<file path="src/rtl/xpar_resp.sv">
// xpar_resp: register-mapped responder on the core's parallel bus, bridging a TX and an RX FIFO to host streams.
// Optional build macro PAR_RESP_IRQ_EN adds the IRQ_MASK register (address 4) and the registered irq output.
module xpar_resp #(
  parameter int DATA_W     = 32,
  parameter int ADDR_W     = 8,
  parameter int FIFO_DEPTH = 8
) (
  input  logic              clk,
  input  logic              rst,
  input  logic [ADDR_W-1:0] par_addr,
  input  logic [DATA_W-1:0] par_out,
  input  logic              par_we,
  input  logic              par_re,
  output logic [DATA_W-1:0] par_in,
  output logic [DATA_W-1:0] tx_data,
  output logic              tx_valid,
  input  logic              tx_ready,
  input  logic [DATA_W-1:0] rx_data,
  input  logic              rx_valid,
  output logic              rx_ready
`ifdef PAR_RESP_IRQ_EN
  ,
  output logic              irq
`endif
);

  localparam int PTR_W = $clog2(FIFO_DEPTH);
  localparam int CNT_W = PTR_W + 1;
  localparam logic [PTR_W-1:0] PTR_ONE  = PTR_W'(1);
  localparam logic [CNT_W-1:0] CNT_ONE  = CNT_W'(1);
  localparam logic [CNT_W-1:0] CNT_FULL = CNT_W'(FIFO_DEPTH);
  localparam logic [2:0] A_TX = 3'd0, A_RX = 3'd1, A_ST = 3'd2, A_CTRL = 3'd3;

  logic [DATA_W-1:0] tx_mem [FIFO_DEPTH];
  logic [DATA_W-1:0] rx_mem [FIFO_DEPTH];
  logic [PTR_W-1:0]  tx_wr, tx_rd, rx_wr, rx_rd;
  logic [CNT_W-1:0]  tx_cnt, rx_cnt;
  logic              enable, tx_ovf, rx_unf;

  logic              hit, wr_en, rd_en;
  logic [2:0]        reg_sel;
  logic              tx_full, tx_empty, rx_full, rx_empty;
  logic              tx_pop, tx_push_req, tx_push, rx_push, rx_pop_req, rx_pop;
  logic              flush, sticky_clr;
  logic [DATA_W-1:0] status;

  // A simultaneous read and write is a write only, so reads are qualified by ~par_we
  assign hit      = (par_addr[ADDR_W-1:3] == '0);
  assign reg_sel  = par_addr[2:0];
  assign wr_en    = par_we & hit;
  assign rd_en    = par_re & ~par_we & hit;

  assign tx_full  = (tx_cnt == CNT_FULL);
  assign tx_empty = (tx_cnt == '0);
  assign rx_full  = (rx_cnt == CNT_FULL);
  assign rx_empty = (rx_cnt == '0);

  assign tx_valid = enable & ~tx_empty;
  assign rx_ready = enable & ~rx_full;
  assign tx_data  = tx_mem[tx_rd];

  // A host pop in the same cycle frees the slot, so a push into a full FIFO is still accepted
  assign tx_pop      = tx_valid & tx_ready;
  assign tx_push_req = wr_en & (reg_sel == A_TX);
  assign tx_push     = tx_push_req & (~tx_full | tx_pop);
  assign rx_push     = rx_valid & rx_ready;
  assign rx_pop_req  = rd_en & (reg_sel == A_RX);
  assign rx_pop      = rx_pop_req & ~rx_empty;
  assign flush       = wr_en & (reg_sel == A_CTRL) & par_out[1];
  assign sticky_clr  = wr_en & (reg_sel == A_ST);

  always_comb begin
    status        = '0;
    status[0]     = tx_full;
    status[1]     = tx_empty;
    status[2]     = rx_full;
    status[3]     = rx_empty;
    status[4]     = tx_ovf;
    status[5]     = rx_unf;
    status[15:8]  = 8'(tx_cnt);
    status[23:16] = 8'(rx_cnt);
  end

`ifdef PAR_RESP_IRQ_EN
  localparam logic [2:0] A_MASK = 3'd4;
  logic [2:0] irq_mask;
  logic [2:0] irq_cause;

  assign irq_cause = {tx_ovf | rx_unf, tx_empty, ~rx_empty};

  always_ff @(posedge clk or negedge rst) begin
    if (!rst) begin
      irq_mask <= '0;
      irq      <= 1'b0;
    end else begin
      if (wr_en && reg_sel == A_MASK) irq_mask <= par_out[2:0];
      irq <= |(irq_mask & irq_cause);
    end
  end
`endif

  always_comb begin
    par_in = '0;
    if (rd_en) begin
      case (reg_sel)
        A_RX:    if (!rx_empty) par_in = rx_mem[rx_rd];
        A_ST:    par_in = status;
        A_CTRL:  par_in[0] = enable;
`ifdef PAR_RESP_IRQ_EN
        A_MASK:  par_in[2:0] = irq_mask;
`endif
        default: ;
      endcase
    end
  end

  always_ff @(posedge clk or negedge rst) begin
    if (!rst) begin
      tx_wr  <= '0;
      tx_rd  <= '0;
      rx_wr  <= '0;
      rx_rd  <= '0;
      tx_cnt <= '0;
      rx_cnt <= '0;
      tx_ovf <= 1'b0;
      rx_unf <= 1'b0;
      enable <= 1'b0;
    end else begin
      if (flush) begin
        tx_wr  <= '0;
        tx_rd  <= '0;
        rx_wr  <= '0;
        rx_rd  <= '0;
        tx_cnt <= '0;
        rx_cnt <= '0;
      end else begin
        if (tx_push) tx_wr <= tx_wr + PTR_ONE;
        if (tx_pop)  tx_rd <= tx_rd + PTR_ONE;
        if (rx_push) rx_wr <= rx_wr + PTR_ONE;
        if (rx_pop)  rx_rd <= rx_rd + PTR_ONE;
        case ({tx_push, tx_pop})
          2'b10:   tx_cnt <= tx_cnt + CNT_ONE;
          2'b01:   tx_cnt <= tx_cnt - CNT_ONE;
          default: ;
        endcase
        case ({rx_push, rx_pop})
          2'b10:   rx_cnt <= rx_cnt + CNT_ONE;
          2'b01:   rx_cnt <= rx_cnt - CNT_ONE;
          default: ;
        endcase
      end
      // Set events take priority over write-1-to-clear
      tx_ovf <= (tx_push_req & ~tx_push) | (tx_ovf & ~(sticky_clr & par_out[4]));
      rx_unf <= (rx_pop_req & rx_empty) | (rx_unf & ~(sticky_clr & par_out[5]));
      if (wr_en && reg_sel == A_CTRL) enable <= par_out[0];
    end
  end

  always_ff @(posedge clk) begin
    if (tx_push && !flush) tx_mem[tx_wr] <= par_out;
    if (rx_push && !flush) rx_mem[rx_wr] <= rx_data;
  end

endmodule

</file>
<file path="config.mk">
export PLATFORM = sky130hd
export DESIGN_NAME = xpar_resp
export DESIGN_NICKNAME = d
export VERILOG_FILES = /design/src/rtl/xpar_resp.sv
export SDC_FILE = /design/constraint.sdc
export NUM_CORES = 1
export LEC_CHECK = 0
export CAP_MARGIN = 5
export CORE_ASPECT_RATIO = 1.5
export CORE_MARGIN = 8
export CORE_UTILIZATION = 55
export CTS_CLUSTER_SIZE = 30
export DETAILED_ROUTE_END_ITERATION = 10
export PLACE_DENSITY = 0.81
export SYNTH_ARGS = -nofsm -noshare
export SYNTH_HDL_FRONTEND = slang
export SYNTH_SLANG_ARGS = --single-unit
export TNS_END_PERCENT = 20
</file>
<file path="constraint.sdc">
create_clock -name clk -period 10.8 [get_ports clk]
set_input_delay 2.16 -clock clk [delete_from_list [all_inputs] [get_ports clk]]
set_output_delay 2.16 -clock clk [all_outputs]
set_load 0.05 [all_outputs]
</file>
# Word-level counts from Yosys, hierarchy flattened
# Memory sizes are Yosys's and may differ from the RTL's.
# Cells that the tools add are included.
# Widths: inputs -> output; s select.
# word_totals
ramBits	512
memories	2
out_inout_bits	66
reg_bits	23
# op_classes
n_reduce_logical	14
n_addsub	8
bitwise_logic	31
n_eq_ne	9
mux	20
# memory_table
memory	words	word_bits	rd	rd_clocked_by_memory_dff	wr	line	source
rx_mem	8	32	1	0	1	35	logic [DATA_W-1:0] rx_mem [FIFO_DEPTH];
tx_mem	8	32	1	0	1	34	logic [DATA_W-1:0] tx_mem [FIFO_DEPTH];
# op_table
cell	n
$mux 32	2
$pmux 31 s2	1
$mux 3	8
$and 1x1->1	20
$pmux 4 s2	2
$add 3x1->3 const B	4
$add 4x1->4 const B	2
$eq 4x4->1 const B	2
$logic_not 4->1	2
$mux 4	2
$not 1->1	8
$reduce_bool 2->1	4
$sub 4x1->4 const B	2
$eq 3x2->1 const B	2
$reduce_bool 3->1	2
$logic_not 5->1	1
$eq 2x1->1 const B	2
$eq 2x2->1 const B	2
$mux 1	4
$eq 3x1->1 const B	1
$logic_and 1x1->1	3
$logic_not 3->1	1
$or 1x1->1	3
$pmux 1 s3	1
$logic_not 1->1	1

# Longest topological paths before layout
# Gate-level depths: netlist of the first run.
# logic_depth
ltp_word	9
depth_mapped	10
mapped_depth_nobuf	9

# Worst setup path before layout of the first run
# No wires, ideal clock.
# synth_path
path_kind	in2out
start	in par_addr[4]
end	out par_in[18]
arrival_ns	4.488
path_slack_ns	4.152
stages	6
required_time_ns	8.640
cell_sequence	or3_2 nor3_1 buf_2 nand3_1 clkbuf_1 o21ai_0
# synth_via
elab_chain_cells	3
# synth_rtl
element	line	source
start, declared	10	input logic [ADDR_W-1:0] par_addr,
$logic_not 5->1	48	assign hit = (par_addr[ADDR_W-1:3] == '0);
$and 1x1->1	51	assign rd_en = par_re & ~par_we & hit;
$mux 32	104	if (rd_en) begin
end, declared	14	output logic [DATA_W-1:0] par_in,
# No other way between the ends.

# Worst setup path after layout of the first run
# layout_path
start	in par_addr[4]
end	out par_in[4]
# Same word-level chain as after synthesis.

==> results of run 1 <==
worst max path at each step:
stage,from,to,slack [ps],cells past startpoint
detailed placement,par_addr[4],par_in[5],2830,7
global route,par_addr[4],par_in[3],2530,7
global placement,par_addr[4],par_in[10],2980,7
finish,par_addr[4],par_in[4],2700,7
floorplan,par_addr[4],par_in[18],4150,6
CTS,par_addr[4],par_in[3],2780,7
per-stage QoR:
stage / worst slack [ps] / instance area [um^2]
floorplan: 4150 / 20900
global placement: 2980 / 23100
detailed placement: 2830 / 23100
CTS: 2780 / 24500
global route: 2530 / 24500
finish: 2700 / 24500
flip-flops by register name (all words and copies together), names as in the netlist, 3 cells and up:
name and cells:
tx_wr 3, tx_mem 256, rx_mem 256, tx_cnt 4, rx_rd 3, rx_cnt 4, rx_wr 3, tx_rd 3
worst max-delay path, stage by stage:
cell	delay [ps]
clkdlybuf4s50_1	530
or3_2	630
nor3_1	780
and3_1	750
nand2_1	150
o21ai_0	110
clkdlybuf4s50_1	830
routing by layer:
layer	vias to the layer above	track usage, %	share of wire [%]
met4	4	6.14	2.4
met1	5361	23.6	38
met5	-	0	0.053
met3	84	4.65	7.4
met2	404	33.7	52
li1	4363	-	-
cell type report:
type | count | area [um^2] | area share [%]
Clock inverter | 19 | 178 | 0.724
Clock buffer | 66 | 1270 | 5.17
Multi-Input combinational cell | 391 | 4880 | 19.9
Timing Repair Buffer | 167 | 1610 | 6.57
Antenna cell | 1 | 2.50 | 0.0102
Tap cell | 489 | 612 | 2.49
Sequential cell | 535 | 16000 | 65.1
Inverter | 2 | 7.51 | 0.0306
cells in the mapped netlist (2+ instances only):
cell      count
nand3_1       8
xor2_1        7
edfxtp_1    512
nor4b_1       3
dfrtp_1      23
nor3b_1       3
nor3_1       11
nor2_1       53
a21oi_1       6
mux2_2       34
nand2b_1      5
and2_1        2
or4_1         2
mux4_2      128
clkbuf_1     32
buf_2        11
a211o_1       2
mux2i_1      35
nand2_1      31
xnor2_1       5
and4_1        2
o21ai_0      12
nor2b_1       2
ha_1          8
inv_1         2
nor4_1        2
nand4_1       4
report_power, final:
part / switching (W) / internal [W]
sequential: 0.0000341 / 0.00229
clock: 0.000704 / 0.000872
combinational: 0.000129 / 0.000118
total: 0.000867 / 0.00328
kinds of logic (layout without fill, tap and decap cells):
| kind of cell | Yosys count | after routing |
|---|---|---|
| AO/OA/AOI/OAI | 34 | 34 |
| XOR/XNOR | 12 | 12 |
| adder cells (fa/ha/maj) | 9 | 9 |
| buffers and inverters | 46 | 254 |
| flip-flops | 535 | 535 |
| multiplexers | 197 | 197 |
| other | 0 | 1 |
| AND/OR/NAND/NOR | 139 | 139 |
==> results by group, run 1 <==
Logic synthesis
  • Avg Synthesized Cell Area: approximately 22 um^2
  • Top_reg_cell synth: edfxtp_1
  • Parity-gate share of the synthesized area counting xor and xnor cells: less than 1%
  • Warnings from Yosys: 0
  • EDFF count, synth: approximately 510
  • Fraction of the mapped netlist area in simple logic gates: ~3.3%
  • Synth Net Count: ~1100
  • Share of the synthesized area in the top cell type: 73.5%
  • Number of unique standard cell types used by synthesis: between 50 and 60
  • #FFs+latches synth: approximately 540
  • Fraction of synthesis flops using an asynchronous set or reset pin: about 4.3%
  • Mux contribution to synthesized area: roughly 17%
  • Number of instances in the synthesized netlist: roughly 1000
  • Leading area contributor after synthesis: edfxtp_1
  • Post-synthesis cell area: around 21000 um^2
  • Compound-Gate Fraction of Synth Area: under 10%
  • Fraction of the yosys area taken by sequential cells: 76.3%
  • Top cells by area in the synthesized netlist: edfxtp_1 74%, mux4_2 14%, dfrtp_1 2.8%
  • Share of synthesized cell area in full adder, half adder and majority cells: less than 1%
  • Largest family of logic cells by synthesized area: multiplexers

Power
  • Power Dens Cells: about 170 nW/um^2
  • Pleak: ~7.6 nW
  • PnR Total Power: slightly above 0.004 W
  • Maximum vdd ir drop: around 0.00016 V

Job
  • Number of max-capacitance violations reported: 0

STA
  • Part of the cycle the worst path needs: 75.0%
  • Maximum achievable frequency: 123 MHz
  • Final hold slack: approximately 560 ps
  • # setup viols final: 0
  • Post-layout minimum cycle time: just over 8000 ps
  • Transition at the pin with the smallest max-transition slack: roughly 1200 ps
  • Unrepaired setup endpoints after global routing: false
  • Maximum clock skew at final layout: 33.3 ps
  • Slew Limit Headroom: 16.0%
  • Setup tns final: 0 ps
  • Final Max Tran Viols: 0
  • Number of endpoints with negative hold slack in the final report: 0

Global routing
  • Pin count of the biggest net entering global routing: between 60 and 70
  • Gr usage total: 19.3%
  • Sum of overflow across all layers after global routing: 0
  • Vias in the first global route: ~11000
  • Wire length of the first global-routing pass: roughly 65 mm
  • Initial antenna violation count: 3

Clocking
  • Maximum root-to-sink buffer count: 3
  • Clock buffer count from CTS: 46
  • CTS tree: done
  • Hold buffer count at CTS: 0
  • Clock latency of the later-clocked register in the worst-skew pair: approximately 570 ps
  • Number of sinks handled by clock tree synthesis: 535
  • CTS root buffer: clkbuf_16
  • Clk pin slew, worst setup/hold paths: around 70 ps
  • H-tree levels: 2
  • Number of instances resized during post-cts repair: 0
  • Number of buffers inserted by post-CTS setup repair: 0

Setup path
  • Required time worst endpoint: ~8600 ps
  • Length in cells of the worst reg-to-reg path: 11
  • Max FO, Critical Path: 11
  • Register-to-Register Setup Slack: 7640 ps
  • Worst reg2reg path startpoint: rx_cnt[0]$_DFFE_PN0P_
  • Worst Path Arrival: a little under 6000 ps
  • Kind of launch point of the worst setup path: input port
  • Critical Path End Type: primary output
  • Worst Setup Path Type: in2out
  • Capturing point of the worst reg2reg path: rx_cnt[3]$_DFFE_PN0P_

Place
  • Final Wtd Congestion: 0.773
  • Placed instance count: ~1600
  • Port Buffer Count: between 100 and 150
  • Detailed-placement wirelength estimate: 25.1 mm

Die
  • Core area: 37600 um^2
  • Number of ports placed on the die boundary: about 140
  • Starting utilization of the core area: a little under three fifths
  • Count of standard-cell rows: just under 90
  • Horizontal die dimension: roughly 180 um
  • Floorplan die height: 255 um
  • Full die area: 44600 um^2

Min path
  • HP Class: reg2reg
  • Hold path endpoint: tx_wr[0]$_DFFE_PN0P_
  • Number of cells on the worst hold path: 1
  • Hold path start: tx_wr[0]$_DFFE_PN0P_

Layout
  • Number of nets in the final layout: 1230
  • Fraction of final layout cells with drive strength greater than 1: between 20% and 30%
  • Commonest cells after routing, fill and taps aside: 512 x edfxtp_1, 143 x clkdlybuf4s50_1, 128 x mux4_2
  • Commonest non-fill, non-tap cell in the layout: edfxtp_1
  • Post-layout util: between 60% and 70%
  • Filler instances: approximately 2300
  • Post-Layout Cell Count: between 1500 and 2000
  • Area added between synthesis and finish: 17.3%

Routing
  • Routed vias/inst: roughly 6
  • Routed len/inst: 25.9 um
  • Initial DRT Pass Iterations: 5
  • Initial DRC Count: 845
  • # DRC: 0
  • Count of nets left with antenna violations after detail routing: 0
  • Total number of vias: slightly above 10000
  • Routed wire length: between 40 and 50 mm

Status
  • Result of the run: completed
Power figures use the tool's default switching activity.
==> run 2, diff against run 1 <==
clock period = 7.65 ns   (was 10.8 ns; I/O delays follow)
==> results by group, run 2 (synthesized netlist as in run 1, its figures left out) <==
Status
  • Result of the run: completed

Layout
  • Fraction of final layout cells with drive strength greater than 1: 25.3%
  • Multi-input gate area in the final layout: between 4000 and 5000 um^2
  • Commonest non-fill, non-tap cell in the layout: edfxtp_1
  • Leading registers by flop count: rx_mem (256), tx_mem (256)
  • Filler instances: 2381
  • Post-Layout Cell Count: between 1500 and 2000
  • Post-layout util: about 65%
  • Number of nets in the final layout: 1229
  • Commonest cells after routing, fill and taps aside: 512 x edfxtp_1, 130 x clkdlybuf4s50_1, 128 x mux4_2
  • Area added between synthesis and finish: 17.4%
  • Area occupied by registers: 16000 um^2

STA
  • # setup viols final: 0
  • Number of endpoints with negative hold slack in the final report: 0
  • Setup tns final: 0 ps
  • Maximum achievable frequency: approximately 170 MHz
  • Unrepaired setup endpoints after global routing: false
  • Post-layout minimum cycle time: 5970 ps
  • Part of the cycle the worst path needs: between 70 and 80%
  • Final Max Tran Viols: 0
  • Slew Limit Headroom: a little under a quarter
  • Maximum clock skew at final layout: about 24 ps
  • Transition at the pin with the smallest max-transition slack: 1160 ps

Routing
  • Count of nets left with antenna violations after detail routing: 0
  • Routed wire length: approximately 44 mm
  • Initial DRC Count: just over 800
  • Total number of vias: 10163
  • Routed vias/inst: 6.10
  • # DRC: 0
  • Initial DRT Pass Iterations: 5
  • Routed len/inst: around 26 um

Min path
  • Number of cells on the worst hold path: 1
  • HP Class: reg2reg

Clocking
  • Number of instances resized during post-cts repair: 0
  • Clk pin slew, worst setup/hold paths: 70 ps
  • Clock latency of the later-clocked register in the worst-skew pair: roughly 570 ps
  • CTS tree: done
  • CTS root buffer: clkbuf_16
  • Maximum root-to-sink buffer count: 3
  • Number of sinks handled by clock tree synthesis: about 540
  • Number of buffers inserted by post-CTS setup repair: 0
  • Hold buffer count at CTS: 0
  • H-tree levels: 2
  • Clock buffer count from CTS: 45

Setup path
  • Max FO, Critical Path: 31
  • Delay contributed by the slowest stage of the critical path: about 840 ps
  • Cell breakdown of the critical path: clkdlybuf4s50_1 > or3_2 > nor3_1 > buf_4 > nand3_1 > buf_4 > nor2_1 > clkdlybuf4s50_1
  • Critical Path End Type: primary output
  • Worst Path Arrival: approximately 4400 ps
  • Slowest stage cell, crit path: clkdlybuf4s50_1
  • Length in cells of the worst reg-to-reg path: 11
  • Required time worst endpoint: about 6100 ps
  • Worst Setup Path Type: in2out
  • Kind of launch point of the worst setup path: input port

Global routing
  • Pin count of the biggest net entering global routing: 44
  • Vias in the first global route: ~11000
  • Gr usage total: 19.7%
  • Wire length of the first global-routing pass: ~66 mm
  • Initial antenna violation count: 3
  • Sum of overflow across all layers after global routing: 0

Place
  • Port Buffer Count: 143
  • Detailed-placement wirelength estimate: 25.5 mm
  • Placed instance count: 1584
  • Final Wtd Congestion: 0.816

Die
  • Core area: 37600 um^2
  • Horizontal die dimension: 175 um
  • Full die area: about 45000 um^2
  • Count of standard-cell rows: 87
  • Number of ports placed on the die boundary: between 100 and 150
  • Floorplan die height: 255 um
  • Starting utilization of the core area: 55.7%

Job
  • Number of max-capacitance violations reported: 0

Power
  • Pleak: around 7.6 nW
  • Maximum vdd ir drop: 0.000195 V
  • Power Dens Cells: around 240 nW/um^2
-- run 2: stage by stage --
stage	cell area [um^2]	setup slack, ps	total power [W]	hold WS, ps
global placement	23000	1840	0.00368	524
finish	24500	1680	0.00592	546
detailed placement	23000	1760	0.00369	532
CTS	24500	1700	0.00597	547
floorplan	20900	2170	0.00353	447
global route	24500	1540	0.00608	572
-- run 2: layout make-up --
cell class | count | area share, %
Antenna cell | 1 | 0.0102
Clock buffer | 53 | 4.84
Clock inverter | 29 | 1.24
Inverter | 2 | 0.0306
Multi-Input combinational cell | 391 | 19.9
Sequential cell | 535 | 65.0
Tap cell | 489 | 2.49
Timing Repair Buffer | 167 | 6.43
-- run 2: path summary, 6_finish.rpt --
| kind | to | startpoint | slack (ps) |
|---|---|---|---|
| setup / recovery | par_in[6] | par_addr[4] | 1680 |
| hold / removal | tx_wr[0]$_DFFE_PN0P_ | tx_wr[0]$_DFFE_PN0P_ | 550 |
| setup reg to reg | rx_cnt[3]$_DFFE_PN0P_ | rx_cnt[1]$_DFFE_PN0P_ | 4590 |
| hold reg to reg | tx_wr[0]$_DFFE_PN0P_ | tx_wr[0]$_DFFE_PN0P_ | 550 |
| max in group asynchronous | tx_rd[0]$_DFFE_PN0P_ | rst | 5230 |
| min in group asynchronous | tx_rd[1]$_DFFE_PN0P_ | rst | 1580 |
-- run 2: worst max-delay path, delay by kind of cell --
family	cells	cell delay (ps)
buf+inv	4	1820
simple gates	4	1070
-- run 2: power breakdown --
| group | switching (W) | internal (W) |
|---|---|---|
| sequential | 0.0000517 | 0.00323 |
| clock | 0.00101 | 0.00129 |
| combinational | 0.000180 | 0.000167 |
| total | 0.00124 | 0.00468 |
-- run 2: metal layers --
layer	wire, um	track usage [%]
met5	27	0
met4	824	5.37
met3	3530	4.79
met2	23500	36.0
met1	15900	22.9
==> variant 1, RTL diff (settings of run 2) <==
The option `PAR_RESP_IRQ_EN` is turned on by a define.
--- a/src/rtl/xpar_resp.sv
+++ b/src/rtl/xpar_resp.sv
@@ -1,5 +1,7 @@
 // xpar_resp: register-mapped responder on the core's parallel bus, bridging a TX and an RX FIFO to host streams.
 // Optional build macro PAR_RESP_IRQ_EN adds the IRQ_MASK register (address 4) and the registered irq output.
+`define PAR_RESP_IRQ_EN
+
 module xpar_resp #(
   parameter int DATA_W     = 32,
   parameter int ADDR_W     = 8,
Formal check against the unedited RTL (old outputs only; new: irq): not equivalent (a bounded check fails within 4 cycles, from zero or initial values and one cycle with rst low).
==> variant 1 against run 2 <==
- first-iteration DRC count fell by 20%
- design area rose by 0.90%
- critical endpoint is now par_in[3]
- largest power group unchanged
- fmax fell by 8.5%
- area after synthesis rose by 0.90%
- total power rose by 1.1%
- register-to-register slack got worse by 0.10 ns
- sequential cell count rose by 4
- combinational power rose by 15%
- setup slack got worse by 0.56 ns
- routed wire length rose by 0.38%
==> variant 1: results <==
[run_status]
outcome = "complete, no violations"

[placed_design]
hpwl_mm = 26.3
dpl_worst_slack_ns = 1.19
post_dp_cell_area_mm2 = 0.0233

[power_and_ir_drop]
p_leak_nw = 7.68
irDropWorstVdd_mv = 0.222

[routing]
drt-initial-drc-count = 645
viasPerCell = 6.05
post_drt_wl_per_cell_um = 26.0
drt-pass1-iter-count = 4
wl_mm = 44.0

[global_route]
antenna_found_initial = 1
grt_start_max_net_pins = 65
grt_pass1_wl_mm = 66.7
grt_pass1_vias = 10900

[sta]
slew_headroom = 0.329
skew_ns = 0.0240

[logic_synthesis]
syn_nets = 1080
synthTopCellsByArea = "edfxtp_1, mux4_2, dfrtp_1, mux2_2, mux2i_1"
ys_types = 51
synthTopCellsByCount = "edfxtp_1, mux4_2, nor2_1"

[clocking]
cts_made_buffers = 47

[setup_path]
cp_max_fo = 21
cp.arrival_ns = 4.99

[final_layout]
nFillCells = 2417
-- variant 1: power breakdown --
group          total, mW  internal [mW]  switching (mW)
sequential          3.31           3.25          0.0599
clock               2.28           1.27            1.01
combinational      0.399          0.193           0.206
-- variant 1: logic make-up (layout without fill, tap and decap cells) --
kind of cell	after synthesis	in the layout	synth area share
AO/OA/AOI/OAI	40	40	0.0129
XOR/XNOR	11	11	0.00457
adder cells (fa/ha/maj)	9	9	0.00569
buffers and inverters	48	253	0.00884
flip-flops	539	539	0.761
multiplexers	201	201	0.174
AND/OR/NAND/NOR	145	145	0.0337
-- variant 1: area by class of cell --
cell class / count / share of cell area
Inverter: 1 / 0.000152
Sequential cell: 539 / 0.649
Clock inverter: 33 / 0.0118
Clock buffer: 50 / 0.0480
Timing Repair Buffer: 169 / 0.0658
Multi-Input combinational cell: 406 / 0.201
Tap cell: 495 / 0.0250
-- variant 1: final timing paths --
kind                       cells past startpoint        end  slack (ns)   startpoint
max reg2reg                                    7  rx_cnt[2]        4.49    rx_cnt[0]
max                                            6  par_in[3]        1.13  par_addr[4]
max in group asynchronous                      2   tx_rd[0]        5.91          rst
min                                            2        irq        0.52  irq_mask[0]
min reg2reg                                    2        irq        0.52  irq_mask[0]
min in group asynchronous                      2  tx_cnt[2]        1.38          rst
-- variant 1: through the flow --
stage / utilization / instances / hold WS, ns
floorplan: - / 993 / 0.457
global placement: 0.609 / 1610 / 0.510
detailed placement: 0.609 / 1610 / 0.502
CTS: 0.648 / 1693 / 0.519
global route: 0.648 / 1693 / 0.564
finish: 0.648 / 1693 / 0.521
-- variant 1: routing by layer --
metal  wire length (µm)  vias up  track usage
met3               2900       64       0.0399
met2              24200      396        0.352
met5                 10        -            0
li1                   -     4428            -
met4                993        2       0.0597
met1              15900     5358        0.234
-- variant 1: critical path, delay by kind of cell --
family                 cells  cell delay [ns]
buffers and inverters      2             1.29
AOI/OAI and AO/OA          1             0.44
and+or+nand+nor            3             1.73
==> variant 2, RTL diff (settings of run 2) <==
Without the edit above. One comparison of `tx_cnt` changes from == to >=.
--- a/src/rtl/xpar_resp.sv
+++ b/src/rtl/xpar_resp.sv
@@ -50,7 +50,7 @@
   assign wr_en    = par_we & hit;
   assign rd_en    = par_re & ~par_we & hit;
 
-  assign tx_full  = (tx_cnt == CNT_FULL);
+  assign tx_full  = (tx_cnt >= CNT_FULL);
   assign tx_empty = (tx_cnt == '0);
   assign rx_full  = (rx_cnt == CNT_FULL);
   assign rx_empty = (rx_cnt == '0);
Function: no difference found for any inputs over 4 cycles, from zero or initial values and one cycle with rst low; that may be too few to reach the edited logic, so the function may still have changed.
==> variant 2 against run 2 <==
- total power decreased by 0.11%
- synthesized cell count unchanged
- area after synthesis increased by 0.14%
- sequential cell count unchanged
- count of clock-buffer cells in the layout increased by 11
- setup slack improved by 0.12 ns
- design area about the same
- fmax increased by 2.0%
- routed wire length increased by 0.23%
- via count decreased by 0.29%
- highest routed layer is now met4
==> variant 2: results <==
[run_status]
outcome = "complete, no violations"

[min_path]
min_path_cells = 2
hold_end = "tx_rd[2]"
min_from = "tx_rd[2]"

[global_route]
grt_usage = 0.198
grt_pass1_wl_mm = 65.8
grt_pass1_vias = 10900
antenna_found_initial = 1

[power_and_ir_drop]
p_sw_mw = 1.23
p_leak_nw = 7.60
irDropWorstVdd_mv = 0.268

[clocking]
cts_made_buffers = 46

[logic_synthesis]
synthTopCellsByCount = "edfxtp_1, mux4_2, nor2_1"
synthTopCellsByArea = "edfxtp_1, mux4_2, dfrtp_1, mux2_2, mux2i_1"
seq_area_frac_synth = 0.762

[setup_path]
reg2reg_slack_ns = 4.33
crit_path_end = "par_in[1]"
r2r_cells = 10
cp_max_fo = 13

[routing]
drt-initial-drc-count = 684
viasPerCell = 6.07

[final_layout]
nFillCells = 2357
drive_above_1_share = 0.244
num_antenna_cells = 0
nets = 1231

[placed_design]
place.gp.congestion = 0.732
post_dp_cell_area_mm2 = 0.0231
hpwl_mm = 25.4

[sta]
skew_ns = 0.0330
[variant 2: logic make-up after synthesis]
group,after synthesis,synth area share
xor gates and xnor gates,12,0.00502
adders and majority gates,9,0.00574
and+or+nand+nor,131,0.0329
buffers and inverters,49,0.0112
AOI/OAI and AO/OA,38,0.0103
DFF,535,0.762
muxes,198,0.173
[variant 2: critical path, stage by stage]
cell and delay, ns:
clkdlybuf4s50_1 0.40, or3_1 0.47, or3_1 0.39, nor3_2 0.14, buf_4 0.29, nand2_1 0.10, o21ai_0 0.13, clkdlybuf4s50_1 0.86
[variant 2: per-layer routing]
metal  part of all wire  global-route usage
met3              0.063              0.0412
met2               0.54               0.359
met5                  0                   0
met4              0.034              0.0814
met1               0.37               0.225
[variant 2: stage by stage]
step	hold WS [ns]	power [mW]	setup WS, ns	std cells
after floorplan	0.466	3.53	2.18	972
after global placement	0.524	3.68	1.83	1585
after detailed placement	0.548	3.69	1.82	1585
after CTS	0.569	5.96	1.77	1670
after global routing	0.646	6.09	1.66	1670
final	0.561	5.92	1.80	1670
[variant 2: layout make-up]
| class | instances | area (µm²) | share of cell area |
|---|---|---|---|
| inverters | 3 | 11.3 | 0.000459 |
| flip-flops and latches | 535 | 16000 | 0.650 |
| well taps | 489 | 612 | 0.0249 |
| clock inverters | 21 | 233 | 0.00948 |
| repair buffers | 170 | 1630 | 0.0666 |
| clock buffers | 64 | 1260 | 0.0513 |
| multi-input cells | 388 | 4840 | 0.197 |
[variant 2: power groups by stage]
stage | Combinational, mW | Sequential [mW] | Clock (mW)
after floorplan | 0.223 | 3.30 | 0
after global placement | 0.332 | 3.35 | 0
after detailed placement | 0.341 | 3.35 | 0
after CTS | 0.345 | 3.29 | 2.33
after global routing | 0.363 | 3.29 | 2.43
final | 0.340 | 3.29 | 2.29
